==> src/rtl/fifo_parity_scoreboard_pkg.sv <==
`default_nettype none
// ============================================================================
//  Package     : fifo_chk_pkg
//  Description : Shared types and parity helper for the FIFO parity scoreboard
//  Revision    : 1.0  initial release
// ============================================================================
package fifo_chk_pkg;

    // Widest word the parity helper accepts; narrower words are zero-extended,
    // which leaves their XOR reduction unchanged.
    localparam int MAX_WORD_W = 64;

    typedef enum logic [0:0] {
        RUN  = 1'b0,
        HALT = 1'b1
    } chk_state_t;

    typedef enum logic [2:0] {
        RES_NONE      = 3'd0,
        RES_PASS      = 3'd1,
        RES_LOSS_PASS = 3'd2,
        RES_MISMATCH  = 3'd3,
        RES_UNDERFLOW = 3'd4,
        RES_PERR      = 3'd5
    } pop_result_t;

    // parity=1 selects EVEN (good when XOR is 0), parity=0 selects ODD
    function automatic logic parity_ok(input logic [MAX_WORD_W-1:0] word,
                                       input logic                  parity);
        return (^word) == ~parity;
    endfunction

endpackage
`default_nettype wire

==> src/rtl/fifo_parity_scoreboard_shadow.sv <==
`default_nettype none
// ============================================================================
//  Module      : chk_shadow_fifo
//  Description : Circular shadow queue with head / head+1 peek, dequeue of
//                0..2 entries and one enqueue per cycle
//  Revision    : 1.0  initial release
// ============================================================================
module chk_shadow_fifo #(
    parameter int DATA_WIDTH = 17,
    parameter int DEPTH      = 4
) (
    input  logic                       clk,
    input  logic                       rst_n,
    input  logic                       clear,
    input  logic                       enq,
    input  logic [DATA_WIDTH-1:0]      enq_data,
    input  logic [1:0]                 deq_cnt,
    output logic [DATA_WIDTH-1:0]      head,
    output logic [DATA_WIDTH-1:0]      head_next,
    output logic [$clog2(DEPTH):0]     occupancy
);
    localparam int c_aw = $clog2(DEPTH);
    localparam int c_ow = c_aw + 1;

    logic [DATA_WIDTH-1:0] r_mem [DEPTH];
    logic [c_aw-1:0]       r_rd_ptr;
    logic [c_aw-1:0]       r_wr_ptr;
    logic [c_ow-1:0]       r_occ;

    // Pointers wrap naturally because DEPTH is a power of two
    assign head      = r_mem[r_rd_ptr];
    assign head_next = r_mem[r_rd_ptr + c_aw'(1)];
    assign occupancy = r_occ;

    // Storage write; a write at full lands on the slot being dequeued
    always_ff @(posedge clk) begin
        if (enq) begin
            r_mem[r_wr_ptr] <= enq_data;
        end
    end

    // Pointer and fill-level bookkeeping
    always_ff @(posedge clk) begin
        if (!rst_n || clear) begin
            r_rd_ptr <= '0;
            r_wr_ptr <= '0;
            r_occ    <= '0;
        end else begin
            r_rd_ptr <= r_rd_ptr + c_aw'(deq_cnt);
            if (enq) begin
                r_wr_ptr <= r_wr_ptr + c_aw'(1);
            end
            r_occ <= r_occ + c_ow'(enq) - c_ow'(deq_cnt);
        end
    end

endmodule
`default_nettype wire

==> src/rtl/fifo_parity_scoreboard.sv <==
`default_nettype none
// ============================================================================
//  Module      : fifo_parity_scoreboard
//  Description : In-line scoreboard for a parity-protected FIFO: classifies
//                pushes/pops, compares pops with a shadow queue, keeps
//                saturating statistics and sticky flags, optional halt
//  Revision    : 1.0  initial release
// ============================================================================
module fifo_parity_scoreboard
    import fifo_chk_pkg::*;
#(
    parameter int   DATA_WIDTH   = 17,
    parameter int   DEPTH        = 4,
    parameter logic PARITY       = 1'b1,
    parameter logic P_BIT        = 1'b1,
    parameter logic LOSS_TOL     = 1'b1,
    parameter logic STOP_ON_FAIL = 1'b0,
    parameter int   CNT_WIDTH    = 16
) (
    input  logic                    clk,
    input  logic                    rst_n,
    input  logic                    valid_in,
    input  logic                    grant_out,
    input  logic [DATA_WIDTH-1:0]   data_in,
    input  logic                    valid_out,
    input  logic                    grant_in,
    input  logic [DATA_WIDTH-1:0]   data_out,
    input  logic                    clear,
    output logic [CNT_WIDTH-1:0]    pass_cnt,
    output logic [CNT_WIDTH-1:0]    fail_cnt,
    output logic [CNT_WIDTH-1:0]    push_ok_cnt,
    output logic [CNT_WIDTH-1:0]    push_err_cnt,
    output logic [CNT_WIDTH-1:0]    pop_ok_cnt,
    output logic [CNT_WIDTH-1:0]    pop_err_cnt,
    output logic [$clog2(DEPTH):0]  occupancy,
    output logic                    overflow,
    output logic                    underflow,
    output logic                    fail_pulse,
    output logic                    halted,
    output logic [DATA_WIDTH-2:0]   last_fail_payload
);
    localparam int c_ow = $clog2(DEPTH) + 1;

    chk_state_t            r_state;
    chk_state_t            w_state_nxt;
    pop_result_t           w_res;
    logic [1:0]            w_deq;
    logic [DATA_WIDTH-1:0] w_head;
    logic [DATA_WIDTH-1:0] w_head_next;
    logic [c_ow-1:0]       w_occ;
    logic [DATA_WIDTH-2:0] w_payload;

    logic [CNT_WIDTH-1:0]  r_pass, r_fail, r_push_ok, r_push_err, r_pop_ok, r_pop_err;
    logic                  r_overflow, r_underflow, r_fail_pulse;
    logic [DATA_WIDTH-2:0] r_lfp;

    function automatic logic [CNT_WIDTH-1:0] sat_inc(input logic [CNT_WIDTH-1:0] v);
        return (&v) ? v : v + CNT_WIDTH'(1);
    endfunction

    // Events are only acted on while running; HALT freezes everything
    wire w_run       = (r_state == RUN);
    wire w_push      = w_run & valid_in & grant_out;
    wire w_pop       = w_run & valid_out & grant_in;
    wire w_push_good = parity_ok(MAX_WORD_W'(data_in), PARITY);
    wire w_pop_good  = parity_ok(MAX_WORD_W'(data_out), PARITY);

    generate
        if (P_BIT == 1'b1) begin : g_pbit_lsb
            assign w_payload = data_out[DATA_WIDTH-1:1];
        end else begin : g_pbit_msb
            assign w_payload = data_out[DATA_WIDTH-2:0];
        end
    endgenerate

    // Classify the pop against the queue contents before this cycle's push
    always_comb begin
        w_res = RES_NONE;
        w_deq = 2'd0;
        if (w_pop) begin
            if (!w_pop_good) begin
                w_res = RES_PERR;
            end else if (w_occ == '0) begin
                w_res = RES_UNDERFLOW;
            end else if (data_out == w_head) begin
                w_res = RES_PASS;
                w_deq = 2'd1;
            end else if (LOSS_TOL && (w_occ >= c_ow'(2)) && (data_out == w_head_next)) begin
                w_res = RES_LOSS_PASS;
                w_deq = 2'd2;
            end else begin
                w_res = RES_MISMATCH;
                w_deq = 2'd1;
            end
        end
    end

    // Space is judged after this cycle's dequeue so push+pop at full is accepted
    wire w_space    = (w_occ - c_ow'(w_deq)) < c_ow'(DEPTH);
    wire w_push_ok  = w_push & w_push_good;
    wire w_enq      = w_push_ok & w_space;
    wire w_ovf      = w_push_ok & ~w_space;
    wire w_pass_evt = (w_res == RES_PASS) || (w_res == RES_LOSS_PASS);
    wire w_fail_evt = (w_res != RES_NONE) && (w_res != RES_PASS);
    wire w_capture  = (w_res == RES_PERR) || (w_res == RES_MISMATCH);

    chk_shadow_fifo #(
        .DATA_WIDTH (DATA_WIDTH),
        .DEPTH      (DEPTH)
    ) u_shadow (
        .clk        (clk),
        .rst_n      (rst_n),
        .clear      (clear),
        .enq        (w_enq),
        .enq_data   (data_in),
        .deq_cnt    (w_deq),
        .head       (w_head),
        .head_next  (w_head_next),
        .occupancy  (w_occ)
    );

    // State register; reset and clear both return to RUN
    always_ff @(posedge clk) begin
        if (!rst_n || clear) begin
            r_state <= RUN;
        end else begin
            r_state <= w_state_nxt;
        end
    end

    // Next state: leave RUN on the first fail when halting is enabled
    always_comb begin
        w_state_nxt = r_state;
        if ((r_state == RUN) && w_fail_evt && STOP_ON_FAIL) begin
            w_state_nxt = HALT;
        end
    end

    // Statistics, sticky flags, fail strobe and failing payload capture
    always_ff @(posedge clk) begin
        if (!rst_n || clear) begin
            r_pass       <= '0;
            r_fail       <= '0;
            r_push_ok    <= '0;
            r_push_err   <= '0;
            r_pop_ok     <= '0;
            r_pop_err    <= '0;
            r_overflow   <= 1'b0;
            r_underflow  <= 1'b0;
            r_fail_pulse <= 1'b0;
            r_lfp        <= '0;
        end else begin
            r_fail_pulse <= w_fail_evt;
            if (w_pass_evt)                r_pass     <= sat_inc(r_pass);
            if (w_fail_evt)                r_fail     <= sat_inc(r_fail);
            if (w_push_ok)                 r_push_ok  <= sat_inc(r_push_ok);
            if (w_push && !w_push_good)    r_push_err <= sat_inc(r_push_err);
            if (w_pop && w_pop_good)       r_pop_ok   <= sat_inc(r_pop_ok);
            if (w_res == RES_PERR)         r_pop_err  <= sat_inc(r_pop_err);
            if (w_ovf)                     r_overflow <= 1'b1;
            if (w_res == RES_UNDERFLOW)    r_underflow <= 1'b1;
            if (w_capture)                 r_lfp      <= w_payload;
        end
    end

    assign pass_cnt          = r_pass;
    assign fail_cnt          = r_fail;
    assign push_ok_cnt       = r_push_ok;
    assign push_err_cnt      = r_push_err;
    assign pop_ok_cnt        = r_pop_ok;
    assign pop_err_cnt       = r_pop_err;
    assign occupancy         = w_occ;
    assign overflow          = r_overflow;
    assign underflow         = r_underflow;
    assign fail_pulse        = r_fail_pulse;
    assign halted            = (r_state == HALT);
    assign last_fail_payload = r_lfp;

endmodule
`default_nettype wire

==> config.mk <==
export PLATFORM = sky130hd
export DESIGN_NAME = fifo_parity_scoreboard
export DESIGN_NICKNAME = d
export VERILOG_FILES = /design/src/rtl/fifo_parity_scoreboard_pkg.sv /design/src/rtl/fifo_parity_scoreboard_shadow.sv /design/src/rtl/fifo_parity_scoreboard.sv
export SDC_FILE = /design/constraint.sdc
export NUM_CORES = 1
export LEC_CHECK = 0
export CAP_MARGIN = 20
export CELL_PAD_IN_SITES_DETAIL_PLACEMENT = 0
export CELL_PAD_IN_SITES_GLOBAL_PLACEMENT = 1
export CORE_ASPECT_RATIO = 1.75
export CORE_MARGIN = 2
export CORE_UTILIZATION = 45
export DETAILED_ROUTE_END_ITERATION = 6
export PLACE_DENSITY_LB_ADDON = 0.1
export SKIP_LAST_GASP = 1
export SYNTH_ARGS = -nofsm -noshare
export SYNTH_HDL_FRONTEND = slang
export SYNTH_SLANG_ARGS = --single-unit
==> constraint.sdc <==
create_clock -name clk -period 9.06 [get_ports clk]
set_clock_uncertainty 0.15 [all_clocks]
set_input_delay 1.359 -clock clk [delete_from_list [all_inputs] [get_ports clk]]
set_output_delay 1.359 -clock clk [all_outputs]
set_load 0.05 [all_outputs]
==> results.txt, run 1 <==
RSZ-0062 raised after global routing - no
Reg2reg setup slack - 2.61 ns
Fin. max-slew vios - 0
Max VDD drop - 0.122 mV
Worst-path clk slew - 0.07 ns
DR vias/cell - 5.46
Post-synthesis sequential area ratio - 49.2%
Site row count - 68
Clk_lat worst skew - 0.43 ns
Slowest stage delay, CP - 0.73 ns
Iteration count of the initial detailed-routing pass - 6
CP Capture Type - flop
Initial Utilization - 46.0%
Slowest-stage cell, CP - dfxtp_2
Cell Chain, Critical Path - buf_4 > mux4_2 > nor2b_1 > a311oi_2 > nand4_1 > or4_4 > and2b_2 > nand3_1 > ha_1 > or3_1 > o22ai_1 > mux2i_1 > inv_1 > ha_1 > inv_1 > ha_1 > fa_1 > xnor2_1 > xnor2_1 > nor2_1
Post CTS Setup Buffer Count - 0
Ys async rst share - 0%
Power Dens Cells - 175 nW/µm²
Dpl hpwl - 18,000 µm
1st-iter DRT viols - 306
Port-buffer cells - 158
CP max FO - 22
Total grt overflow - 0
Cell count after synthesis - 825
Hold Path Class - reg2reg
Clock sink total - 190
CTS tree - done
Syn Nets - 881
Initial antenna violation count - 0
Main flop type after synthesis - dfxtp_1
First-pass GRT wire length - 37,600 µm
Post-placement cell count - 1,201
CP delay by family, top - simple AND/OR/NAND/NOR gates
Wire per inst - 19.3 µm
Kind of critical path - reg2reg
Largest net degree at the start of global routing - 94
Critical path buffer and inverter count - 3
Final Instance Area - 11,600 µm²
# IOs - 160
Number of buffers on the longest clock path - 2
Transition time of the tightest slew-check pin - 1.11 ns
Syn avg cell area - 11.1 µm²
Mapped Area - 9120 µm²
Number of nets in the layout - 1,031
Critical path required time - 9.20 ns
Layout area overhead - 26.9%
Number of synthesized register bits - 190
Final setup violation count - 0
Post-DP Area - 10,900 µm²
TNS Setup - 0 ns
Inserted Clock Buffers - 17
Final period util - 71.2%
Fmax achieved - 155 MHz
Arr. time, crit path - 6.59 ns
Antenna viol nets, final - 0
Core area - 19,800 µm²
N_diodes - 0
CP dominant cell by count - ha_1
Die area - 21,500 µm²
Hold Slack - 0.326 ns
Unique masters post-synth - 57
MaxCap Viol Count - 0
Slew margin rel. - 26.2%
Final hold viol count - 0
Fillers - 1,698
Minimum clock period - 6.45 ns
Non-Filler Instances - 1,233
Element type at the critical path start - flop
GP Congestion - 0.894
Chip Height - 192 µm
H-tree levels - 4
Resize count post-CTS - 0
Number of global-route vias before repair - 6,973
Share of layout cells above drive strength 1 - 7.29%
Root Buffer - clkbuf_16
Hold_buf cts - 0
Status - complete, no violations
Pleak - 3.78 nW
Number of synthesized flops with an enable pin - 68
Pwr Total - 2.03 mW
Final wirelength - 23,800 µm
Horiz. Die Dim - 112 µm
Vias - 6,736
Yosys Warn Count - 0
GRT Util Overall - 22.7%
Remaining DRCs - 0
-- placed cells by master (no fill, tap or decap), types with 10 or more instances in the layout --
cell type | Yosys | final
edfxtp_1 | 68 | 68
mux2i_1 | 34 | 34
xor2_1 | 64 | 64
a21oi_1 | 11 | 10
nand3_1 | 43 | 43
ha_1 | 14 | 14
clkbuf_16 | 0 | 17
and2_1 | 12 | 12
nor2_1 | 120 | 120
dfxtp_1 | 122 | 121
xnor2_1 | 73 | 73
nor3_1 | 11 | 11
or3_1 | 13 | 13
clkdlybuf4s50_1 | 0 | 158
nand2_1 | 47 | 47
and3_1 | 16 | 16
nand4_1 | 26 | 26
inv_1 | 13 | 13
mux4_2 | 24 | 24
-- area by class of cell --
| cell class | count | area, µm² | area share (%) |
|---|---|---|---|
| Clock inverter | 13 | 234 | 2.02 |
| Timing Repair Buffer | 164 | 1630 | 14.1 |
| Tap cell | 245 | 307 | 2.65 |
| Clock buffer | 19 | 433 | 3.74 |
| Sequential cell | 190 | 4490 | 38.8 |
| Multi-Input combinational cell | 589 | 4440 | 38.4 |
| Inverter | 13 | 48.8 | 0.422 |
-- flip-flops by register name (all words and copies together) (netlist names), 3 cells and up --
| signal | flops |
|---|---|
| pop_ok_cnt | 16 |
| u_shadow.occupancy | 3 |
| fail_cnt | 16 |
| push_ok_cnt | 16 |
| last_fail_payload | 16 |
| pass_cnt | 16 |
| u_shadow.r_mem | 68 |
| push_err_cnt | 16 |
| pop_err_cnt | 16 |
-- cells by family after synthesis --
group	Yosys count	share of synthesized area, %
AO/OA/AOI/OAI	43	3.39
XOR/XNOR	139	13.7
adder cells (fa/ha/maj)	15	2.14
buffers and inverters	46	2.29
flip-flops	190	49.2
multiplexers	66	11.8
other	1	0.0411
AND/OR/NAND/NOR	325	17.5
-- cells in the mapped netlist (2+ instances only) --
cell,instances,share of area (%)
a21oi_1,11,0.60
and2_1,12,0.82
and3_1,16,1.1
and4_1,5,0.48
buf_2,8,0.44
buf_6,3,0.37
clkbuf_1,20,0.82
dfxtp_1,122,27
edfxtp_1,68,22
ha_1,14,1.9
inv_1,13,0.54
mux2i_1,34,3.7
mux4_1,7,2.0
mux4_2,24,5.9
nand2_1,47,1.9
nand2b_1,7,0.48
nand3_1,43,2.4
nand3b_1,2,0.16
nand4_1,26,1.8
nor2_1,120,4.9
nor2b_1,4,0.27
nor3_1,11,0.60
nor4_1,5,0.34
o2111ai_1,2,0.19
o211a_1,2,0.22
o211ai_1,6,0.49
o21ai_0,9,0.49
o31ai_1,4,0.33
or3_1,13,0.89
or4_1,4,0.33
xnor2_1,73,7.0
xnor3_1,2,0.49
xor2_1,64,6.1
-- final timing paths --
| kind | from | end | depth (start not counted) |
|---|---|---|---|
| setup / recovery | u_shadow.r_rd_ptr[0] | u_shadow.occupancy[2] | 20 |
| hold / removal | overflow | overflow | 2 |
| setup reg to reg | u_shadow.r_rd_ptr[0] | u_shadow.occupancy[2] | 20 |
| hold reg to reg | overflow | overflow | 2 |
-- worst reg2reg max path, cell delays in order (launching register included) --
cell and delay (ns):
dfxtp_2 0.73, buf_4 0.45, mux4_2 0.57, nor2b_1 0.16
a311oi_2 0.34, nand4_1 0.13, or4_4 0.59, and2b_2 0.26
nand3_1 0.12, ha_1 0.25, or3_1 0.38, o22ai_1 0.26
mux2i_1 0.54, inv_1 0.09, ha_1 0.29, inv_1 0.04
ha_1 0.18, fa_1 0.38, xnor2_1 0.21, xnor2_1 0.15
nor2_1 0.05
-- per-layer routing --
metal | track usage (%) | part of all wire [%]
met5 | 0 | 0
met4 | 10.2 | 3.4
met3 | 4.15 | 3.9
met2 | 44.2 | 56
met1 | 23.4 | 36
-- stage by stage --
step	setup slack (ns)	utilization [%]
finish	2.61	58.4
global route	2.20	58.4
global placement	2.44	55.0
detailed placement	2.29	55.0
CTS	2.58	58.4
floorplan	3.21	-
-- power by group --
group          internal [mW]  switching, mW
Clock                  0.519          0.325
Combinational          0.104          0.162
Sequential             0.906         0.0128
No activity file was read; power rests on OpenSTA's default activity.
==> inputs of run 2 (changes only) <==
--- a/config.mk
+++ b/config.mk
@@ -10,7 +10,7 @@
 export CELL_PAD_IN_SITES_GLOBAL_PLACEMENT = 1
 export CORE_ASPECT_RATIO = 1.75
 export CORE_MARGIN = 2
-export CORE_UTILIZATION = 45
+export CORE_UTILIZATION = 38
 export DETAILED_ROUTE_END_ITERATION = 6
 export PLACE_DENSITY_LB_ADDON = 0.1
 export SKIP_LAST_GASP = 1
==> constraint.sdc (replaced) <==
create_clock -name clk -period 5.9 [get_ports clk]
set_clock_uncertainty 0.15 [all_clocks]
set_input_delay 0.885 -clock clk [delete_from_list [all_inputs] [get_ports clk]]
set_output_delay 0.885 -clock clk [all_outputs]
set_load 0.05 [all_outputs]
==> run 2 against run 1 <==
Net effect: count of clock-buffer cells in the layout grew 8; largest power group unchanged; first-iteration DRC count decreased by 2.0%; die area is 18% higher; clock power increased by 36%; global-route usage down 3.9 points; sequential share of layout area shrank 0.63 points; non-clock buffer count up 22.
==> results.txt, run 2 (synthesis results as in run 1) <==
CP delay by family, top - simple AND/OR/NAND/NOR gates
MaxCap Viol Count - 0
Largest net degree at the start of global routing - 66
Number of global-route vias before repair - 6,716
Core area - 23,700 µm²
CP Capture Type - flop
Root Buffer - clkbuf_16
Port-buffer cells - 158
Inserted Clock Buffers - 17
Most frequent cells in the layout - 158 x clkdlybuf4s50_1, 121 x dfxtp_1, 120 x nor2_1
Reg with most FFs - u_shadow.r_mem
Slowest stage delay, CP - 0.59 ns
Final hold viol count - 0
CTS tree - done
Initial antenna violation count - 0
Power Dens Cells - 254 nW/µm²
Layout area overhead - 29.0%
Post CTS Setup Buffer Count - 0
Fin. max-slew vios - 0
Site row count - 75
Chip Height - 209 µm
First-pass GRT wire length - 36,100 µm
Initial Utilization - 38.4%
Wire per inst - 17.5 µm
Element type at the critical path start - flop
Clk_lat worst skew - 0.45 ns
Critical path required time - 6.05 ns
Slew margin rel. - 39.4%
Number of buffers on the longest clock path - 2
Vias - 6,659
Iteration count of the initial detailed-routing pass - 6
Cell Chain, Critical Path - buf_4 > mux4_2 > xor2_1 > nor4_2 > nand4_1 > or4_4 > and2b_2 > nand3_1 > ha_1 > or3_1 > o22ai_1 > mux2i_1 > inv_1 > ha_1 > inv_1 > ha_1 > fa_1 > xnor2_1 > xnor2_1 > nor2_1
Antenna viol nets, final - 0
Commonest non-fill, non-tap cell in the layout - clkdlybuf4s50_1
# IOs - 160
DR vias/cell - 5.05
Pleak - 3.88 nW
Post-Place Setup Slack - 0.0969 ns
Pwr Total - 2.99 mW
Hold_buf cts - 0
Non-Filler Instances - 1,318
Register-to-Register Path Depth - 20
H-tree levels - 4
Final wirelength - 23,100 µm
Worst-path clk slew - 0.06 ns
Final setup violation count - 0
Critical path depth - 20
CP max FO - 7
Hold Path Stages - 2
Minimum clock period - 5.50 ns
Post-DP Area - 11,200 µm²
Critical path buffer and inverter count - 3
Remaining DRCs - 0
Die area - 25,300 µm²
Fmax achieved - 182 MHz
RSZ-0062 raised after global routing - no
Hold Path Class - reg2reg
Post-placement cell count - 1,286
Transition time of the tightest slew-check pin - 0.905 ns
Horiz. Die Dim - 121 µm
Number of nets in the layout - 1,053
1st-iter DRT viols - 300
Slowest-stage cell, CP - or4_4
Kind of critical path - reg2reg
Resize count post-CTS - 0
N_diodes - 0
Dpl hpwl - 17,300 µm
Status - complete, no violations
Final period util - 93.3%
GRT Util Overall - 18.8%
TNS Setup - 0 ns
Fin worst setup slack - 0.397 ns
CP dominant cell by count - ha_1
GP Congestion - 0.789
Max reg flops - 68
Total grt overflow - 0
Share of layout cells above drive strength 1 - 9.11%
Final Instance Area - 11,800 µm²
Clock sink total - 190
Max VDD drop - 0.237 mV
Arr. time, crit path - 5.66 ns
==> run 2: cell types whose count changed in the layout (fill, tap and decap cells not counted), sizes merged <==
cell      before  now
clkinv         1    3
bufinv         6    1
clkbuf        19   27
inv           15   13
clkinvlp       4    1
buf            6   28
==> run 2: stage by stage <==
stage	hold WS, ns	utilization (%)
after CTS	0.321	49.6
final	0.316	49.6
after global routing	0.368	49.6
after detailed placement	0.304	47.1
after global placement	0.296	47.1
after floorplan	0.318	-
==> run 2: final timing paths <==
path	from	end	slack, ns
min reg2reg	overflow	overflow	0.32
max	u_shadow.r_rd_ptr[0]	u_shadow.occupancy[2]	0.40
min	overflow	overflow	0.32
max reg2reg	u_shadow.r_rd_ptr[0]	u_shadow.occupancy[2]	0.40
==> run 2: tightest hold or removal path, stage by stage (launching register included) <==
cell and delay, ns:
dfxtp_1 0.33, nand2_1 0.05, o21ai_0 0.06
==> run 2: power breakdown <==
group          leakage [nW]  internal [mW]  switching [mW]
combinational          1.99          0.180           0.249
sequential             1.60           1.39          0.0179
clock                 0.288          0.664           0.483
==> run 2: final cells by class <==
type,count,area (µm²)
Clock inverter,5,52.6
Tap cell,308,385
Fill cell,2210,12000
Timing Repair Buffer,186,1820
Inverter,13,48.8
Multi-Input combinational cell,589,4440
Clock buffer,27,536
Sequential cell,190,4490
==> run 2: routing by layer <==
layer / vias to the layer above / share of wire [%] / track usage (%)
met5: - / 0 / 0
met4: 0 / 2.1 / 6.66
met3: 27 / 3.4 / 3.79
met2: 133 / 57 / 36.2
met1: 3229 / 37 / 19.7
li1: 3270 / - / -
